### src/rtl/noc_arb_serial_sender.sv
// noc_arb_serial_sender: multi-channel NoC injector. Each channel posts one
// packet into a depth-1 holding register; an arbiter picks one channel at a
// time and serialises it as head + NB body flits on the single up port.
// Optional macro NOC_SENDER_RR_EN: round-robin arbitration when defined,
// fixed priority (lowest channel index wins) otherwise.
module noc_arb_serial_sender #(
   parameter int NUM_CH       = 2,
   parameter int PACKET_BITS  = 64,
   parameter int PADDING_BITS = 4,
   parameter int FLIT_W       = 34,
   parameter int ADDR_BITS    = 4
) (
   input  logic                           clk,
   input  logic                           rst,
   input  logic [NUM_CH-1:0]              enable,
   input  logic [NUM_CH*ADDR_BITS-1:0]    dst_addr,
   input  logic [NUM_CH*PADDING_BITS-1:0] padding,
   input  logic [NUM_CH*PACKET_BITS-1:0]  packet,
   input  logic [NUM_CH-1:0]              flush,
   output logic [NUM_CH-1:0]              ready,
   output logic [NUM_CH-1:0]              ack,
   output logic [NUM_CH-1:0]              overflow,
   output logic [FLIT_W-1:0]              up_flit,
   output logic                           up_valid,
   input  logic                           up_ready
);
   localparam int PW        = FLIT_W - 2;
   localparam int CH_BITS   = (NUM_CH > 1) ? $clog2(NUM_CH) : 1;
   localparam int BODY_BITS = PACKET_BITS + PADDING_BITS;
   localparam int NB        = (BODY_BITS + PW - 1) / PW;
   localparam int DATA_W    = NB * PW;

   if ((ADDR_BITS + CH_BITS + 8 > PW) || (NB > 255)) begin : g_cfg_check
      $error("noc_arb_serial_sender: head fields exceed flit payload or NB > 255");
   end

   typedef enum logic [1:0] {IDLE, HEAD, BODY} state_t;
   state_t state_q, state_d;

   logic [NUM_CH-1:0]    pending;
   logic [ADDR_BITS-1:0] hold_dst  [NUM_CH];
   logic [BODY_BITS-1:0] hold_body [NUM_CH];
   logic [NUM_CH-1:0]    eligible;
   logic                 any_elig;
   logic [CH_BITS-1:0]   gnt_idx;
   logic [CH_BITS-1:0]   cur_ch;
   logic [DATA_W-1:0]    data_q;
   logic [7:0]           beat_q;
   logic [7:0]           beat_nxt;
   logic                 last_beat;
   logic                 load_head;
   logic                 load_body;
   logic                 tail_done;
   logic [PW-1:0]        head_pl;

   // Capture requests into free holding registers; release on grant or flush.
   always_ff @(posedge clk or posedge rst) begin
      if (rst) begin
         pending  <= '0;
         overflow <= '0;
         for (int unsigned i = 0; i < NUM_CH; i++) begin
            hold_dst[i]  <= '0;
            hold_body[i] <= '0;
         end
      end else begin
         for (int unsigned i = 0; i < NUM_CH; i++) begin
            if (enable[i] && pending[i])
               overflow[i] <= 1'b1;
            if (enable[i] && !pending[i]) begin
               pending[i]   <= 1'b1;
               hold_dst[i]  <= dst_addr[i*ADDR_BITS +: ADDR_BITS];
               hold_body[i] <= {packet[i*PACKET_BITS +: PACKET_BITS],
                                padding[i*PADDING_BITS +: PADDING_BITS]};
            end else if ((load_head && (gnt_idx == CH_BITS'(i))) || flush[i]) begin
               pending[i] <= 1'b0;
            end
         end
      end
   end

   assign ready    = ~pending;
   assign eligible = pending & ~flush;

`ifdef NOC_SENDER_RR_EN
   logic [CH_BITS-1:0] rr_ptr;

   // Round-robin pick: first eligible channel at or after the pointer.
   always_comb begin : p_rr_pick
      int unsigned idx;
      idx      = 0;
      gnt_idx  = '0;
      any_elig = 1'b0;
      for (int unsigned k = 0; k < NUM_CH; k++) begin
         idx = (32'(rr_ptr) + k) % NUM_CH;
         if (!any_elig && eligible[idx]) begin
            any_elig = 1'b1;
            gnt_idx  = CH_BITS'(idx);
         end
      end
   end

   // Pointer moves to the channel after the one just granted.
   always_ff @(posedge clk or posedge rst) begin
      if (rst)
         rr_ptr <= '0;
      else if (load_head)
         rr_ptr <= (gnt_idx == CH_BITS'(NUM_CH - 1)) ? '0 : gnt_idx + 1'b1;
   end
`else
   // Fixed priority pick: lowest eligible channel index wins.
   always_comb begin
      gnt_idx  = '0;
      any_elig = 1'b0;
      for (int unsigned k = NUM_CH; k > 0; k--) begin
         if (eligible[k-1]) begin
            any_elig = 1'b1;
            gnt_idx  = CH_BITS'(k - 1);
         end
      end
   end
`endif

   assign last_beat = (beat_q == 8'(NB - 1));

   // FSM state register.
   always_ff @(posedge clk or posedge rst) begin
      if (rst)
         state_q <= IDLE;
      else
         state_q <= state_d;
   end

   // FSM next state: tail accept with a waiting channel goes straight to HEAD.
   always_comb begin
      state_d = state_q;
      case (state_q)
         IDLE:    if (any_elig) state_d = HEAD;
         HEAD:    if (up_ready) state_d = BODY;
         BODY:    if (up_ready && last_beat) state_d = any_elig ? HEAD : IDLE;
         default: state_d = IDLE;
      endcase
   end

   // FSM control outputs driving the serializer registers.
   always_comb begin
      load_head = 1'b0;
      load_body = 1'b0;
      tail_done = 1'b0;
      beat_nxt  = beat_q + 8'd1;
      case (state_q)
         IDLE: load_head = any_elig;
         HEAD: begin
            load_body = up_ready;
            beat_nxt  = '0;
         end
         BODY: begin
            if (up_ready) begin
               if (last_beat) begin
                  tail_done = 1'b1;
                  load_head = any_elig;
               end else begin
                  load_body = 1'b1;
               end
            end
         end
         default: ;
      endcase
   end

   // Head flit payload: dst, source channel, body flit count, zero fill.
   always_comb begin
      head_pl                                = '0;
      head_pl[ADDR_BITS-1:0]                 = hold_dst[gnt_idx];
      head_pl[ADDR_BITS +: CH_BITS]          = gnt_idx;
      head_pl[ADDR_BITS + CH_BITS +: 8]      = 8'(NB);
   end

   // Registered flit output, LSB-first body shifter and completion ack.
   always_ff @(posedge clk or posedge rst) begin
      if (rst) begin
         up_flit  <= '0;
         up_valid <= 1'b0;
         data_q   <= '0;
         beat_q   <= '0;
         cur_ch   <= '0;
         ack      <= '0;
      end else begin
         ack <= '0;
         if (tail_done)
            ack[cur_ch] <= 1'b1;
         if (load_head) begin
            up_valid <= 1'b1;
            up_flit  <= {1'b1, 1'b0, head_pl};
            data_q   <= DATA_W'(hold_body[gnt_idx]);
            cur_ch   <= gnt_idx;
         end else if (load_body) begin
            up_flit <= {1'b0, (beat_nxt == 8'(NB - 1)), data_q[PW-1:0]};
            data_q  <= data_q >> PW;
            beat_q  <= beat_nxt;
         end else if (tail_done) begin
            up_valid <= 1'b0;
            up_flit  <= '0;
         end
      end
   end

endmodule

### config.mk
export PLATFORM = sky130hd
export DESIGN_NAME = noc_arb_serial_sender
export DESIGN_NICKNAME = d
export VERILOG_FILES = /design/src/rtl/noc_arb_serial_sender.sv
export SDC_FILE = /design/constraint.sdc
export NUM_CORES = 1
export LEC_CHECK = 0
export CAP_MARGIN = 15
export CELL_PAD_IN_SITES_DETAIL_PLACEMENT = 1
export CELL_PAD_IN_SITES_GLOBAL_PLACEMENT = 2
export CORE_UTILIZATION = 32
export DETAILED_ROUTE_END_ITERATION = 6
export HOLD_SLACK_MARGIN = 0.06
export PLACE_DENSITY_LB_ADDON = 0.1
export SYNTH_ARGS = -nofsm -noshare
export SYNTH_HDL_FRONTEND = slang
export SYNTH_SLANG_ARGS = --single-unit
export TNS_END_PERCENT = 50
### constraint.sdc
create_clock -name clk -period 8.44 [get_ports clk]
set_clock_uncertainty 0.15 [all_clocks]
set_input_delay 1.688 -clock clk [delete_from_list [all_inputs] [get_ports clk]]
set_output_delay 1.688 -clock clk [all_outputs]
set_load 0.01 [all_outputs]
Word-level counts from Yosys, hierarchy flattened
Cells that the tools add are included.
{ "op_classes": {"n_mux": 39, "n_lt_le_gt_ge": 3, "n_bitwise": 6, "eq_ne": 8, "n_reduce_logical": 21, "n_addsub": 1} }
{ "ops": {"columns": ["operator", "n"], "rows": [
  ["$mux 68", 3],
  ["$mux 96", 2],
  ["$mux 34", 3],
  ["$mux 1", 19],
  ["$eq 8x2->1 const B", 2],
  ["$mux 4", 3],
  ["$add 8x1->8 const B", 1],
  ["$logic_and 1x1->1", 8],
  ["$mux 2", 4],
  ["$mux 8", 1],
  ["$ne 2x2->1 const B", 4],
  ["$reduce_bool 2->1", 4],
  ["$pmux 2 s3", 1],
  ["$not 2->2", 2],
  ["$pmux 1 s2", 2],
  ["$reduce_and 2->1", 2],
  ["$reduce_and 3->1", 1],
  ["$reduce_bool 3->1", 1],
  ["$and 2x2->2", 1],
  ["$eq 2x1->1 const B", 1],
  ["$eq 2x2->1 const B", 1],
  ["$ge 2x2->1 const B", 1],
  ["$logic_not 1->1", 2],
  ["$logic_not 2->1", 1],
  ["6 further kinds", 8]
]} }
{ "totals": {"output_inout_bits": 41, "wordCells": 93, "register_bits": 292} }

Longest topological paths before layout
{ "depth": {"depth_word": 11, "mapped_depth": 11, "ltp_nobuf": 7} }

Least setup slack after synthesis
Ideal clock, no wire load.
{ "synth_path": {"path_type": "input port to flip-flop", "startpoint": "input up_ready", "endpoint": "register up_flit[15]", "path_slack_ps": 5054, "required_ps": 8169, "n_path_buf": 4, "t_arrival_ps": 3115, "cell_stages": 8, "path_cell_list": "clkbuf_1 > o211a_1 > a21bo_2 > buf_4 > and3_1 > buf_2 > buf_2 > a22o_1"} }
{ "synth_between": {"elab_chain_len": 4, "elab_cells_between_ends": 9} }
{ "synth_rtl": {"columns": ["element", "line", "rtl"], "rows": [
  ["start, declared", "25", "input logic up_ready"],
  ["$mux 1", "157", "if (up_ready) begin"],
  ["$pmux 1 s2", "150", "case (state_q)"],
  ["$mux 34", "196", "end else if (load_body) begin"],
  ["$mux 34", "191", "if (load_head) begin"],
  ["end signal, assigned", "193", "up_flit <= {1'b1, 1'b0, head_pl};"],
  ["end signal, assigned", "197", "up_flit <= {1'b0, (beat_nxt == 8'(NB - 1)), data_q[PW-1:0]};"],
  ["end, declared", "23", "output logic [FLIT_W-1:0] up_flit,"]
]} }
Several ways; a longest one is shown, not always the timed one.
A chain may end at the register's enable or synchronous reset.

Worst setup path in the final report
{ "layout_path": {"startpoint": "input flush[0]", "endpoint": "register beat_q[7]"} }
{ "layout_between": {"elab_chain_len": 8} }
{ "layout_rtl": {"columns": ["element", "line", "rtl"], "rows": [
  ["start, declared", "19", "input logic [NUM_CH-1:0] flush,"],
  ["$not 2->2 (*)", "82", "assign eligible = pending & ~flush;"],
  ["$and 2x2->2 (*)", "82", null],
  ["$mux 1 (*)", "115", "if (eligible[k-1]) begin"],
  ["$mux 1", "158", "if (last_beat) begin"],
  ["$mux 1", "157", null],
  ["$pmux 1 s2 (*)", "150", null],
  ["$not 1->1 (no source line) (*)", null, null],
  ["$reduce_and 2->1 (no source line) (*)", null, null],
  ["end signal, assigned", "199", "beat_q <= beat_nxt;"],
  ["end, declared", "48", "logic [7:0] beat_q;"]
]} }
Mark *: on every way between the ends. The rest lies on a longest branch, timed or not.

==> metrics <==
Min-Delay Endpoint ack[0]$_DFF_PP0_; clk sinks 264; clock tree buffer depth 3; post-layout minimum cycle time 4280 ps; startpoint of the most critical hold path cur_ch$_DFFE_PP0P_; setup bufs post-CTS 0; post-cts sizing count 0; maximum clock frequency 234 MHz; detailed-route via count 7533; proportion of register bits with asynchronous set or reset after synthesis 1.00; Worst slew margin 0.219; Critical Path Fanout Max 26; required time of the worst setup path 8730 ps; CP startpoint kind input pin; leading register cell type out of synthesis dfrtp_1; part of the Yosys area used for sequential elements 0.597; result of the run completed; routed wirelength normalized by instance count 20.7 µm; cell depth of the worst min-delay path 1; first-pass GRT wire length 50100 µm; Antenna Nets Post-Route 0; utilization of the core after routing 0.426; number of distinct library cell variants in the gate-level netlist after synthesis 50; critical path data arrival time 4570 ps; First DRT Iteration DRCs 440; unrepaired setup endpoints after global routing no; worst slack at placement 3550 ps; post-layout worst setup margin 4160 ps; floorplan die height 188 µm; half-perimeter wire length of the detailed placement result 20800 µm; I/O Pins 192; TritonCTS clock tree yes; clock-pin slew on the worst setup and hold paths 60 ps; Post-synth EDFFs 0; Horiz. Die Dim 188 µm; Setup Total Neg Slack 0 ps; Crit Path Category in2reg; CTS Hold Bufs 0; antenna violations before repair 1; clock root cell clkbuf_16; final routed wirelength across all metal layers 31300 µm; Power per Cell Area 332 nW/µm²; MaxCap Viol Count 0; source-to-sink clock delay at the later pin of the worst-skew pair 550 ps; Seq cells post-synth 264; number of hold violations in the final report 0; register-to-register path setup slack 4900 ps; most frequent cells in the layout 264 x dfrtp_1, 191 x clkdlybuf4s50_1, 147 x mux2_2; final weighted congestion in routability-driven placement 0.764; total power 4.78 mW; Avg Synthesized Cell Area 12.7 µm²; GR Util All Layers 0.182; detailed-route DRC error count 0; area of the mapped netlist 11100 µm²; initial core utilization 0.328; final max-slew violation count 0; final net count 1200; number of nets produced by synthesis 1030; ratio of cells with drive above 1 in the final layout 0.211; DR pass1 iterations 4; vias per std cell 4.98; most common cell after layout, fill and taps aside dfrtp_1; count of warnings emitted by yosys 0; vias in the first global route 8212; pin count of the biggest net entering global routing 121; Slowest Stage Delay on Critical Path 1040 ps; capture point of the worst reg-to-reg path up_flit[13]$_DFFE_PP0P_; ratio of final minimum period to clock period 0.507; standard-cell rows 67; sum of overflow across all layers after global routing 0; area enclosed by the die boundary 35300 µm²; Max rail drop VDD 0.000157 V; number of buffers added on ports 191; CTS Buf Count 31; count of buffer and inverter cells on the critical path 1; gate count after technology mapping 872; Leakage Power 6.05 nW; cells on worst reg2reg path 6; cell-by-cell trace of the critical path clkdlybuf4s50_1 > nor2b_4 > o21ai_1 > a41oi_1 > nor2_2 > mux2_2; slowest library cell on the worst path nor2_2; slew at the pin closest to its max-slew limit 1170 ps; worst r2r src state_q[1]$_DFFE_PP0P_; worst hold slack 276 ps; type of the tightest min-delay check reg2reg; core region area 33800 µm²; setup violators final 0; crit path capture type flop; cell family contributing the most delay on the critical path simple AND/OR/NAND/NOR gates; H-tree levels 1; synth-to-layout area growth 30.1%
-- cell usage after synthesis, types with 2 or more instances --
cell | n | area [µm²]
nor2_1 | 53 | 199
dfrtp_1 | 264 | 6610
o21bai_1 | 2 | 15.0
nor3_2 | 2 | 20.0
a21o_1 | 4 | 30.0
o41ai_1 | 2 | 17.5
buf_4 | 4 | 30.0
nand3_1 | 4 | 20.0
a22o_1 | 29 | 254
a32oi_1 | 4 | 35.0
o21a_1 | 35 | 263
buf_2 | 25 | 125
nand2b_1 | 3 | 18.8
buf_6 | 4 | 45.0
o22ai_1 | 35 | 219
a21oi_1 | 11 | 55.1
o31ai_1 | 9 | 67.6
inv_1 | 13 | 48.8
mux2_2 | 147 | 1660
xor2_1 | 2 | 17.5
nor2b_1 | 4 | 25.0
ha_1 | 7 | 87.6
clkbuf_1 | 33 | 124
o21ai_0 | 7 | 35.0
nand2_1 | 71 | 267
a31oi_1 | 5 | 31.3
o22a_1 | 2 | 17.5
o21ai_1 | 2 | 10.0
a22oi_1 | 68 | 510
-- layout make-up --
cell class                 count  area (µm²)
multi-input combinational    529        4140
fill                        3564       19400
tap                          448         561
timing repair buffer         203        2030
inverter                      13        52.6
sequential                   264        6610
clock buffer                  43         891
antenna                        1        2.50
clock inverter                12         120
-- worst max-delay path by stage --
stage | startpoint | end | slack, ps | depth (start not counted)
after floorplan | rst | ack[0]$_DFF_PP0_ | 3120 | 1
after global placement | up_ready | up_flit[32]$_DFFE_PP0P_ | 3600 | 6
after detailed placement | up_ready | up_flit[25]$_DFFE_PP0P_ | 3550 | 5
after CTS | up_ready | up_flit[25]$_DFFE_PP0P_ | 4150 | 5
after global routing | flush[0] | beat_q[7]$_DFFE_PP0P_ | 3940 | 6
final | flush[0] | beat_q[7]$_DFFE_PP0P_ | 4160 | 6
-- per-layer routing --
metal	part of all wire	wire, µm	up-vias	GRT usage
met3	0.043	1350	31	0.0301
met5	0	0	-	0
met4	0.016	491	0	0.0369
met1	0.50	15600	3829	0.270
li1	-	-	3511	-
met2	0.44	13800	162	0.278
-- sequential cells by signal, indices dropped and copies added, names as in the netlist, 2 cells and up --
signal / count
ack: 2
beat_q: 8
data_q: 68
hold_body: 136
hold_dst: 8
overflow: 2
pending: 2
state_q: 2
up_flit: 34
-- where the power goes --
group,total [mW],internal [mW],switching [mW]
Clock,1.31,0.791,0.519
Sequential,2.00,1.72,0.279
Combinational,1.47,0.700,0.769
-- cells by family after synthesis --
kind of cell / synth area share
compound gates: 0.150
xor+xnor: 0.00238
flops: 0.597
simple gates: 0.0591
mux: 0.150
buf+inv: 0.0337
fa+ha+maj: 0.00792
-- through the flow --
stage / instance area [µm²] / instances
2_1_floorplan: 11100 / 872
3_3_place_gp: 13400 / 1456
3_5_place_dp: 13400 / 1456
4_1_cts: 14400 / 1511
5_1_grt: 14400 / 1512
6_report: 14400 / 1513
(Power assumes the default switching activity.)
